--- src/rtl/fifo_rd_ctrl.sv ---
// Read-side controller of an async FIFO: Gray read pointer, occupancy and empty/almost-empty flags.
// Latency: one cycle from rd_en/wptr_sync to all registered outputs; reads while empty are dropped and flagged.
module fifo_rd_ctrl #(
  parameter int ADDR_WIDTH = 3,
  parameter int AEMPTY_TH  = 1
) (
  input  logic                  CLK,
  input  logic                  rst_n,
  input  logic                  rd_en,
  input  logic                  clr_err,
  input  logic [ADDR_WIDTH:0]   wptr_sync,
  output logic [ADDR_WIDTH-1:0] rd_addr,
  output logic                  mem_rd_en,
  output logic [ADDR_WIDTH:0]   rptr_gray,
  output logic                  empty,
  output logic                  almost_empty,
  output logic [ADDR_WIDTH:0]   rd_count,
  output logic                  underflow
);

  localparam int PW = ADDR_WIDTH + 1;
  localparam logic [PW-1:0] AE_TH = PW'(AEMPTY_TH);

  logic [PW-1:0] r_rbin;
  logic [PW-1:0] r_rgray;
  logic          r_empty;
  logic          r_aempty;
  logic [PW-1:0] r_count;
  logic          r_underflow;

  logic          w_fire;
  logic [PW-1:0] w_rbin_next;
  logic [PW-1:0] w_rgray_next;
  logic [PW-1:0] w_wbin;
  logic [PW-1:0] w_count_next;
  logic          w_empty_next;
  logic          w_aempty_next;
  logic          w_underflow_next;

  assign w_fire       = rd_en & ~r_empty;
  assign w_rbin_next  = r_rbin + {{ADDR_WIDTH{1'b0}}, w_fire};
  assign w_rgray_next = w_rbin_next ^ (w_rbin_next >> 1);

  // Gray to binary: each bit is the XOR of itself and every more-significant Gray bit.
  always_comb begin
    w_wbin = '0;
    for (int i = 0; i < PW; i++) begin
      w_wbin[i] = ^(wptr_sync >> i);
    end
  end

  // Flags are computed from the post-read pointer so the last read and a
  // concurrent write are both reflected on the same edge.
  assign w_count_next     = w_wbin - w_rbin_next;
  assign w_empty_next     = (w_rgray_next == wptr_sync);
  assign w_aempty_next    = (w_count_next <= AE_TH);
  assign w_underflow_next = (r_underflow & ~clr_err) | (rd_en & r_empty);

  always_ff @(posedge CLK or negedge rst_n) begin
    if (!rst_n) begin
      r_rbin      <= '0;
      r_rgray     <= '0;
      r_empty     <= 1'b1;
      r_aempty    <= 1'b1;
      r_count     <= '0;
      r_underflow <= 1'b0;
    end else begin
      r_rbin      <= w_rbin_next;
      r_rgray     <= w_rgray_next;
      r_empty     <= w_empty_next;
      r_aempty    <= w_aempty_next;
      r_count     <= w_count_next;
      r_underflow <= w_underflow_next;
    end
  end

  assign rd_addr      = r_rbin[ADDR_WIDTH-1:0];
  assign mem_rd_en    = w_fire;
  assign rptr_gray    = r_rgray;
  assign empty        = r_empty;
  assign almost_empty = r_aempty;
  assign rd_count     = r_count;
  assign underflow    = r_underflow;

endmodule

--- config.mk ---
export PLATFORM = sky130hd
export DESIGN_NAME = fifo_rd_ctrl
export DESIGN_NICKNAME = d
export VERILOG_FILES = /design/src/rtl/fifo_rd_ctrl.sv
export SDC_FILE = /design/constraint.sdc
export NUM_CORES = 1
export LEC_CHECK = 0
export ABC_AREA = 1
export CAP_MARGIN = 10
export CORE_MARGIN = 3
export CORE_UTILIZATION = 49
export CTS_BUF_LIST = sky130_fd_sc_hd__clkbuf_16
export CTS_CLUSTER_SIZE = 28
export DETAILED_ROUTE_END_ITERATION = 8
export GPL_TIMING_DRIVEN = 1
export HOLD_SLACK_MARGIN = 0.15
export PLACE_DENSITY = 0.82
export SETUP_SLACK_MARGIN = 0.2
export SYNTH_ARGS = -nofsm -noshare
export SYNTH_HDL_FRONTEND = slang
export SYNTH_SLANG_ARGS = --single-unit
--- constraint.sdc ---
create_clock -name CLK -period 4.5 [get_ports CLK]
set_input_delay 0.45 -clock CLK [delete_from_list [all_inputs] [get_ports CLK]]
set_output_delay 0.45 -clock CLK [all_outputs]
set_load 0.01 [all_outputs]
==> results of run 1 <==
## power by group
| part | leakage [nW] | internal [mW] | switching [mW] | total, mW |
|---|---|---|---|---|
| Combinational | 0.354 | 0.229 | 0.242 | 0.471 |
| Clock | 0.0370 | 0.116 | 0.0461 | 0.162 |
| Sequential | 0.165 | 0.190 | 0.0227 | 0.213 |
| Total | 0.556 | 0.535 | 0.311 | 0.846 |
## registers in the layout, indices dropped and copies added, names as in the netlist
signal and count:
empty 1, rd_count 4, r_rbin 4, almost_empty 1, underflow 1, rptr_gray 3
## cell usage after synthesis
cell type	count
sky130_fd_sc_hd__nor2_1	4
sky130_fd_sc_hd__inv_1	16
sky130_fd_sc_hd__nand3b_2	1
sky130_fd_sc_hd__nand2_2	5
sky130_fd_sc_hd__inv_2	2
sky130_fd_sc_hd__nand2_4	1
sky130_fd_sc_hd__dfrtp_1	12
sky130_fd_sc_hd__or2_4	1
sky130_fd_sc_hd__xnor2_1	2
sky130_fd_sc_hd__o21ai_0	1
sky130_fd_sc_hd__dfstp_2	2
sky130_fd_sc_hd__xor2_1	5
sky130_fd_sc_hd__nand3_1	4
sky130_fd_sc_hd__ha_1	5
sky130_fd_sc_hd__xor2_2	1
sky130_fd_sc_hd__nand3_2	2
sky130_fd_sc_hd__xnor3_2	1
sky130_fd_sc_hd__nor2_2	3
sky130_fd_sc_hd__nand2_1	16
## cell type report
type	count	share of cell area
flip-flops and latches	14	0.3208
clock buffers	3	0.06826
inverters	18	0.06143
well taps	15	0.01706
repair buffers	22	0.2002
multi-input cells	52	0.3322
## per-layer routing
layer | vias to the layer above | routed length, µm
li1 | 304 | -
met1 | 271 | 578
met2 | 18 | 732
met3 | 5 | 71
met4 | 0 | 48
met5 | - | 0
## tightest hold or removal path: stages, from the launching register on
cell                      delay, ns
sky130_fd_sc_hd__dfrtp_1       0.36
sky130_fd_sc_hd__inv_1         0.05
sky130_fd_sc_hd__o21ai_0       0.07
## cells by family (layout without fill, tap and decap cells)
| group | count (synthesis) | in the layout |
|---|---|---|
| simple gates | 37 | 37 |
| compound gates | 1 | 1 |
| flops | 14 | 14 |
| fa+ha+maj | 5 | 5 |
| xor+xnor | 9 | 9 |
| buf+inv | 18 | 43 |
## how the worst min path moves through the flow
| stage | startpoint | to | cells after the start |
|---|---|---|---|
| after CTS | underflow$_DFF_PN0_ | underflow$_DFF_PN0_ | 2 |
| after global routing | underflow$_DFF_PN0_ | underflow$_DFF_PN0_ | 2 |
| after detailed placement | underflow$_DFF_PN0_ | underflow$_DFF_PN0_ | 2 |
| after global placement | underflow$_DFF_PN0_ | underflow$_DFF_PN0_ | 2 |
| final | underflow$_DFF_PN0_ | underflow$_DFF_PN0_ | 2 |
| after floorplan | rst_n | r_rbin[0]$_DFF_PN0_ | 0 |
==> summary.txt, run 1 <==
Route
  – Average via count per standard cell: 4.823
  – Total Wirelength: 1.431 mm
  – Count of unresolved DRC violations after routing: 0
  – Mean routed wirelength per cell: around 12 µm
  – Antenna-violating nets left: 0
  – Router iterations before antenna repair: 3
  – Overall via count from detail_route: ~600
  – 1st-iter DRT viols: 5

STA
  – Achievable frequency: roughly 0.41 GHz
  – Worst Hold Slack: 0.5259 ns
  – Setup violators final: 0
  – Final worst path period share: 0.5467
  – Final Hold Viols: 0
  – Headroom to the max-slew limit: 0.5832
  – Final Max Slew Viols: 0
  – Actual slew at the worst max-slew pin: a little over 0.6 ns
  – RSZ-0062 raised after global routing: no
  – Worst Clk Skew: 0.0005062 ns
  – Total negative slack for setup checks: 0 ns
  – Final critical-path setup slack: 2.040 ns
  – Final Critical Period: ~2.5 ns

Floorplanning
  – DIE AREA: ~2100 µm²
  – # rows: 13
  – DIE HEIGHT: around 46 µm
  – IO Pins: 23
  – Horizontal die dimension: 46.05 µm
  – Initial cell density of the core: 0.5617
  – Core outline area: 1399 µm²

Synthesis
  – Portion of synthesized cell area occupied by the leading cell type: 0.3822
  – Synth Register Bits: 14
  – Xor and xnor area share after synthesis: 0.1290
  – Share of synthesized cell area in and, or, nand and nor gates: 0.2500
  – Number of nets produced by synthesis: a little under 100
  – Post-synth top area cell: sky130_fd_sc_hd__dfrtp_1
  – Share of synthesized cell area in full adder, half adder and majority cells: 0.07962
  – Dominant combinational cell family by area after synthesis: simple AND/OR/NAND/NOR gates
  – Share of the synthesized area in compound gates (AO/OA/AOI/OAI): 0.006369
  – Part of the Yosys area used for sequential elements: 0.4490
  – Cell count after synthesis: 84
  – Dominant cells by area after synthesis: sky130_fd_sc_hd__dfrtp_1 38%, sky130_fd_sc_hd__ha_1 8.0%, sky130_fd_sc_hd__inv_1 7.6%
  – Cell area after synthesis: approximately 790 µm²
  – Average footprint of a synthesized cell: slightly above 9 µm²
  – Number of distinct standard cells referenced by the synthesized netlist: 19
  – Mux share of post-synthesis cell area: 0
  – Warning count from the yosys run: 0

GRT
  – Pin count of the biggest net entering global routing: 15
  – Met1 Use GR: 0.2069
  – Highest-utilization routing layer at the global route stage: met2
  – Via count of the first global-routing pass: 593
  – Antenna violations before repair: 0
  – Fraction of met3 tracks used by global routing: 0.02767
  – First-pass GRT wire length: about 2.5 mm
  – Global-route usage over all layers: 0.1767
  – Met2 Resource Use GR: 0.2830
  – Global route total overflow: 0

Clock tree
  – Setup fix buffers added after clock tree synthesis: 0
  – CTS Root Buffer Type: sky130_fd_sc_hd__clkbuf_16
  – Inserted Clock Buffers: 3
  – Number of sinks on the clock net: 14
  – CTS tree: done
  – Post-CTS Hold Buffers: 0
  – Clock Latency Late Sink: roughly 0.24 ns
  – CTS Buffer Depth: 2
  – CTS H-tree depth: 1
  – CTS clk-pin slew, worst paths: ~0.04 ns
  – Post-CTS sizing: 0

Cells and area
  – Count of fill cells added during filler insertion: between 90 and 100
  – Number of diodes added for antenna fixing: 0
  – Synth-to-layout area growth: 39.97%
  – Total number of nets in the final design: 124
  – Most used cells in the layout excluding fill and tap cells: 22 x sky130_fd_sc_hd__clkdlybuf4s50_1, 16 x sky130_fd_sc_hd__inv_1, 16 x sky130_fd_sc_hd__nand2_1
  – Non-filler cells, final: roughly 120
  – Layout cell share with drive strength beyond 1: 0.2018
  – Sequential cell area in the final layout: between 300 and 400 µm²
  – Most common cell after layout, fill and taps aside: sky130_fd_sc_hd__clkdlybuf4s50_1
  – Post-route design area: approximately 1100 µm²
  – Multi-input gate area: approximately 370 µm²
  – Finished Core Util: 0.7862

Critical path
  – Arrival time at the worst endpoint: 2.64 ns
  – Critical path startpoint category: input port
  – Endpoint class of the critical path: flip-flop
  – Delay of the slowest critical-path stage: around 0.48 ns
  – Worst setup path class: input port to flip-flop
  – FF-to-FF setup slack: between 2 and 2.5 ns
  – Startpoint of the worst register-to-register path: empty$_DFF_PN1_
  – Worst Reg2Reg Path Length in Cells: 13
  – End of the worst register-to-register path: almost_empty$_DFF_PN1_
  – WP depth: 15
  – Critical Path End: almost_empty$_DFF_PN1_
  – Critical path buffer and inverter count: 5
  – Maximum net fanout on the critical path: 5
  – Data required, critical path: about 4.7 ns
  – CP Cell Sequence: clkdlybuf4s50_1 -> inv_1 -> nor2_1 -> ha_1 -> ha_1 -> inv_1 -> nand3_2 -> nand2_1 -> inv_1 -> ha_1 -> inv_1 -> nand2_1 -> xor2_1 -> nand2_1 -> nor2_2
  – Delay-heaviest family, CP: buffers and inverters
  – Launch point of the critical path: rd_en
  – CP dominant cell by count: sky130_fd_sc_hd__inv_1
  – Critical-path cell with the highest stage delay: sky130_fd_sc_hd__clkdlybuf4s50_1

Power
  – Power Dens Cells: between 700 and 800 nW/µm²
  – Post-route total power: approximately 0.85 mW
  – Maximum vdd drop: between 0.4 and 0.5 mV
  – Cell leakage power: roughly 0.56 nW

Flow run
  – Count of max-cap constraint violations: 0

Placed design
  – Setup WS pre-CTS: ~1.8 ns
  – Estimated wirelength of the detail-placed design: around 1.2 mm
  – Port Buffer Count: 22
  – Total placed cells including tap cells: 121
  – Area of placed instances: about 1000 µm²
  – Gpl congestion: 0.7730

Status
  – Outcome: complete, no violations

Worst hold path
  – Classification of the worst-slack hold path: flip-flop to flip-flop
Note: power is estimated with default switching activity, not from simulation.
==> run 2: changes to the inputs <==
--- a/config.mk
+++ b/config.mk
@@ -7,14 +7,15 @@
 export LEC_CHECK = 0
 export ABC_AREA = 1
 export CAP_MARGIN = 10
+export CORE_ASPECT_RATIO = 0.7
 export CORE_MARGIN = 3
-export CORE_UTILIZATION = 49
+export CORE_UTILIZATION = 41
 export CTS_BUF_LIST = sky130_fd_sc_hd__clkbuf_16
 export CTS_CLUSTER_SIZE = 28
 export DETAILED_ROUTE_END_ITERATION = 8
 export GPL_TIMING_DRIVEN = 1
 export HOLD_SLACK_MARGIN = 0.15
-export PLACE_DENSITY = 0.82
+export PLACE_DENSITY = 0.74
 export SETUP_SLACK_MARGIN = 0.2
 export SYNTH_ARGS = -nofsm -noshare
 export SYNTH_HDL_FRONTEND = slang
==> constraint.sdc (replaced) <==
create_clock -name CLK -period 2.1 [get_ports CLK]
set_input_delay 0.21 -clock CLK [delete_from_list [all_inputs] [get_ports CLK]]
set_output_delay 0.21 -clock CLK [all_outputs]
set_load 0.01 [all_outputs]
==> run 2 against run 1 <==
Effect of this change:
- cell area grew 21%
- sequential power up 120%
- flip-flop and latch count unchanged
- clock skew about the same
- worst setup slack got worse by 1.9 ns
- non-clock buffer count increased by 13
==> summary.txt, run 2 (synthesis gave the netlist of run 1 again) <==
Status
  – Outcome: complete, no violations

Floorplanning
  – DIE HEIGHT: roughly 43 µm
  – # rows: 12
  – Initial cell density of the core: 0.4631
  – Core outline area: roughly 1700 µm²
  – IO Pins: 23
  – Horizontal die dimension: 58.33 µm
  – DIE AREA: between 2000 and 2500 µm²

Worst hold path
  – Classification of the worst-slack hold path: input port to flip-flop
  – Hold path cells: 3

Cells and area
  – Layout cell share with drive strength beyond 1: 0.4797
  – Total number of nets in the final design: approximately 140
  – Synth-to-layout area growth: 69.75%
  – Most used cells in the layout excluding fill and tap cells: 20 x sky130_fd_sc_hd__clkdlybuf4s50_1, 13 x sky130_fd_sc_hd__buf_4, 12 x sky130_fd_sc_hd__dfrtp_1
  – Number of diodes added for antenna fixing: 0
  – Count of fill cells added during filler insertion: between 100 and 150
  – Most common cell after layout, fill and taps aside: sky130_fd_sc_hd__clkdlybuf4s50_1

Route
  – Count of unresolved DRC violations after routing: 0
  – Router iterations before antenna repair: 4
  – Overall via count from detail_route: between 600 and 700
  – Total Wirelength: 1.796 mm
  – Average via count per standard cell: ~4.5
  – Antenna-violating nets left: 0
  – 1st-iter DRT viols: 13
  – Mean routed wirelength per cell: approximately 12 µm

Clock tree
  – Post-CTS Hold Buffers: 0
  – CTS clk-pin slew, worst paths: 0.05 ns
  – CTS tree: done
  – Clock Latency Late Sink: around 0.24 ns
  – CTS Buffer Depth: 2
  – CTS Root Buffer Type: sky130_fd_sc_hd__clkbuf_16
  – Number of sinks on the clock net: 14
  – CTS H-tree depth: 1
  – Inserted Clock Buffers: 3

GRT
  – Pin count of the biggest net entering global routing: 15
  – Fraction of met3 tracks used by global routing: 0.05538
  – First-pass GRT wire length: 2.946 mm
  – Highest-utilization routing layer at the global route stage: met2
  – Global-route usage over all layers: 0.1619
  – Global route total overflow: 0
  – Met1 Use GR: 0.1902
  – Met2 Resource Use GR: 0.2784
  – Via count of the first global-routing pass: between 600 and 700
  – Antenna violations before repair: 0

STA
  – Final Max Slew Viols: 0
  – Actual slew at the worst max-slew pin: ~0.62 ns
  – Headroom to the max-slew limit: 0.5839
  – Final Hold Viols: 0
  – RSZ-0062 raised after global routing: yes
  – Final worst path period share: 0.9188
  – Total negative slack for setup checks: 0 ns
  – Worst Hold Slack: 0.2660 ns
  – Final critical-path setup slack: ~0.17 ns
  – Setup violators final: 0
  – Achievable frequency: 0.5183 GHz
  – Final Critical Period: approximately 1.9 ns
  – Worst Clk Skew: roughly 0.00057 ns

Power
  – Comb power frac: 0.626
  – Clock group share of total power: 0.162
  – Cell leakage power: about 0.64 nW
  – Internal power: 1.373 mW
  – Power Dens Cells: between 1500 and 2000 nW/µm²
  – Post-route total power: ~2.2 mW
  – Switch Pwr: 0.8608 mW
  – Sequential Power Share: 0.212
  – Maximum vdd drop: approximately 1.2 mV
  – Fraction of power spent switching nets: 0.3853

Critical path
  – Data required, critical path: ~2.3 ns
  – Worst Reg2Reg Path Length in Cells: 15
  – Critical path startpoint category: flip-flop
  – Worst setup path class: flip-flop to flip-flop
  – Arrival time at the worst endpoint: between 2 and 2.5 ns
  – Endpoint class of the critical path: flip-flop
  – Maximum net fanout on the critical path: 3

Placed design
  – Gpl congestion: between 0.7 and 0.8
  – Estimated wirelength of the detail-placed design: ~1.3 mm
  – Port Buffer Count: 22
  – Setup WS pre-CTS: -0.1624 ns

Flow run
  – Count of max-cap constraint violations: 0
run 2: metrics by stage:
stage,cell area [µm²],utilization,cells
6_report,1334,0.7861,144
2_1_floorplan,820.8,-,84
4_1_cts,1256,0.7404,143
3_3_place_gp,1127,0.6645,135
5_1_grt,1334,0.7861,144
3_5_place_dp,1127,0.6645,135
run 2: area by class of cell:
cell class,instances,area [µm²],share of cell area
Multi-Input combinational cell,52,480.5,0.3602
Timing Repair Buffer,35,322.8,0.2420
Clock buffer,3,75.07,0.05629
Clock inverter,1,3.754,0.002814
Inverter,18,72.57,0.05441
Tap cell,21,26.28,0.01970
Sequential cell,14,352.8,0.2645
run 2: metal layers:
| metal | wire [µm] | share of wire |
|---|---|---|
| met1 | 765 | 0.43 |
| met2 | 936 | 0.52 |
| met3 | 95 | 0.053 |
| met4 | 0 | 0 |
| met5 | 0 | 0 |
run 2: worst max-delay path, stage by stage (launching register included):
cell	delay (ns)
sky130_fd_sc_hd__dfstp_2	0.55
sky130_fd_sc_hd__nor2_4	0.04
sky130_fd_sc_hd__ha_4	0.16
sky130_fd_sc_hd__ha_4	0.16
sky130_fd_sc_hd__inv_2	0.05
sky130_fd_sc_hd__nand2_2	0.04
sky130_fd_sc_hd__nand2_2	0.08
sky130_fd_sc_hd__inv_2	0.05
sky130_fd_sc_hd__ha_4	0.27
sky130_fd_sc_hd__inv_6	0.04
sky130_fd_sc_hd__nor2_4	0.07
sky130_fd_sc_hd__nand3_2	0.09
sky130_fd_sc_hd__nand2_1	0.07
sky130_fd_sc_hd__nand2_1	0.06
sky130_fd_sc_hd__nand2_2	0.08
sky130_fd_sc_hd__nor2_2	0.04
run 2: worst paths after layout:
check                                     from                endpoint  slack, ns
setup / recovery               empty$_DFF_PN1_  almost_empty$_DFF_PN1_       0.17
hold / removal                           rd_en     underflow$_DFF_PN0_       0.27
setup reg to reg               empty$_DFF_PN1_  almost_empty$_DFF_PN1_       0.17
hold reg to reg            underflow$_DFF_PN0_     underflow$_DFF_PN0_       0.53
max in group asynchronous                rst_n     r_rbin[3]$_DFF_PN0_       1.34
min in group asynchronous                rst_n     underflow$_DFF_PN0_       0.36
run 2: repair_timing:
item | 4_1_cts | 5_1_grt
pin swaps | 14 | 16
setup endpoints to repair | 3 | 4
resized for setup | 7 | 19
hold endpoints to repair | 0 | 0
buffers inserted | 4 | 1
run 2: power groups by stage:
stage          clock network (mW)  registers (mW)  logic (mW)
2_1_floorplan                   0           0.531       0.646
3_3_place_gp                    0           0.470        1.10
3_5_place_dp                    0           0.476        1.14
4_1_cts                     0.367           0.474        1.23
5_1_grt                     0.378           0.488        1.53
6_report                    0.362           0.474        1.40
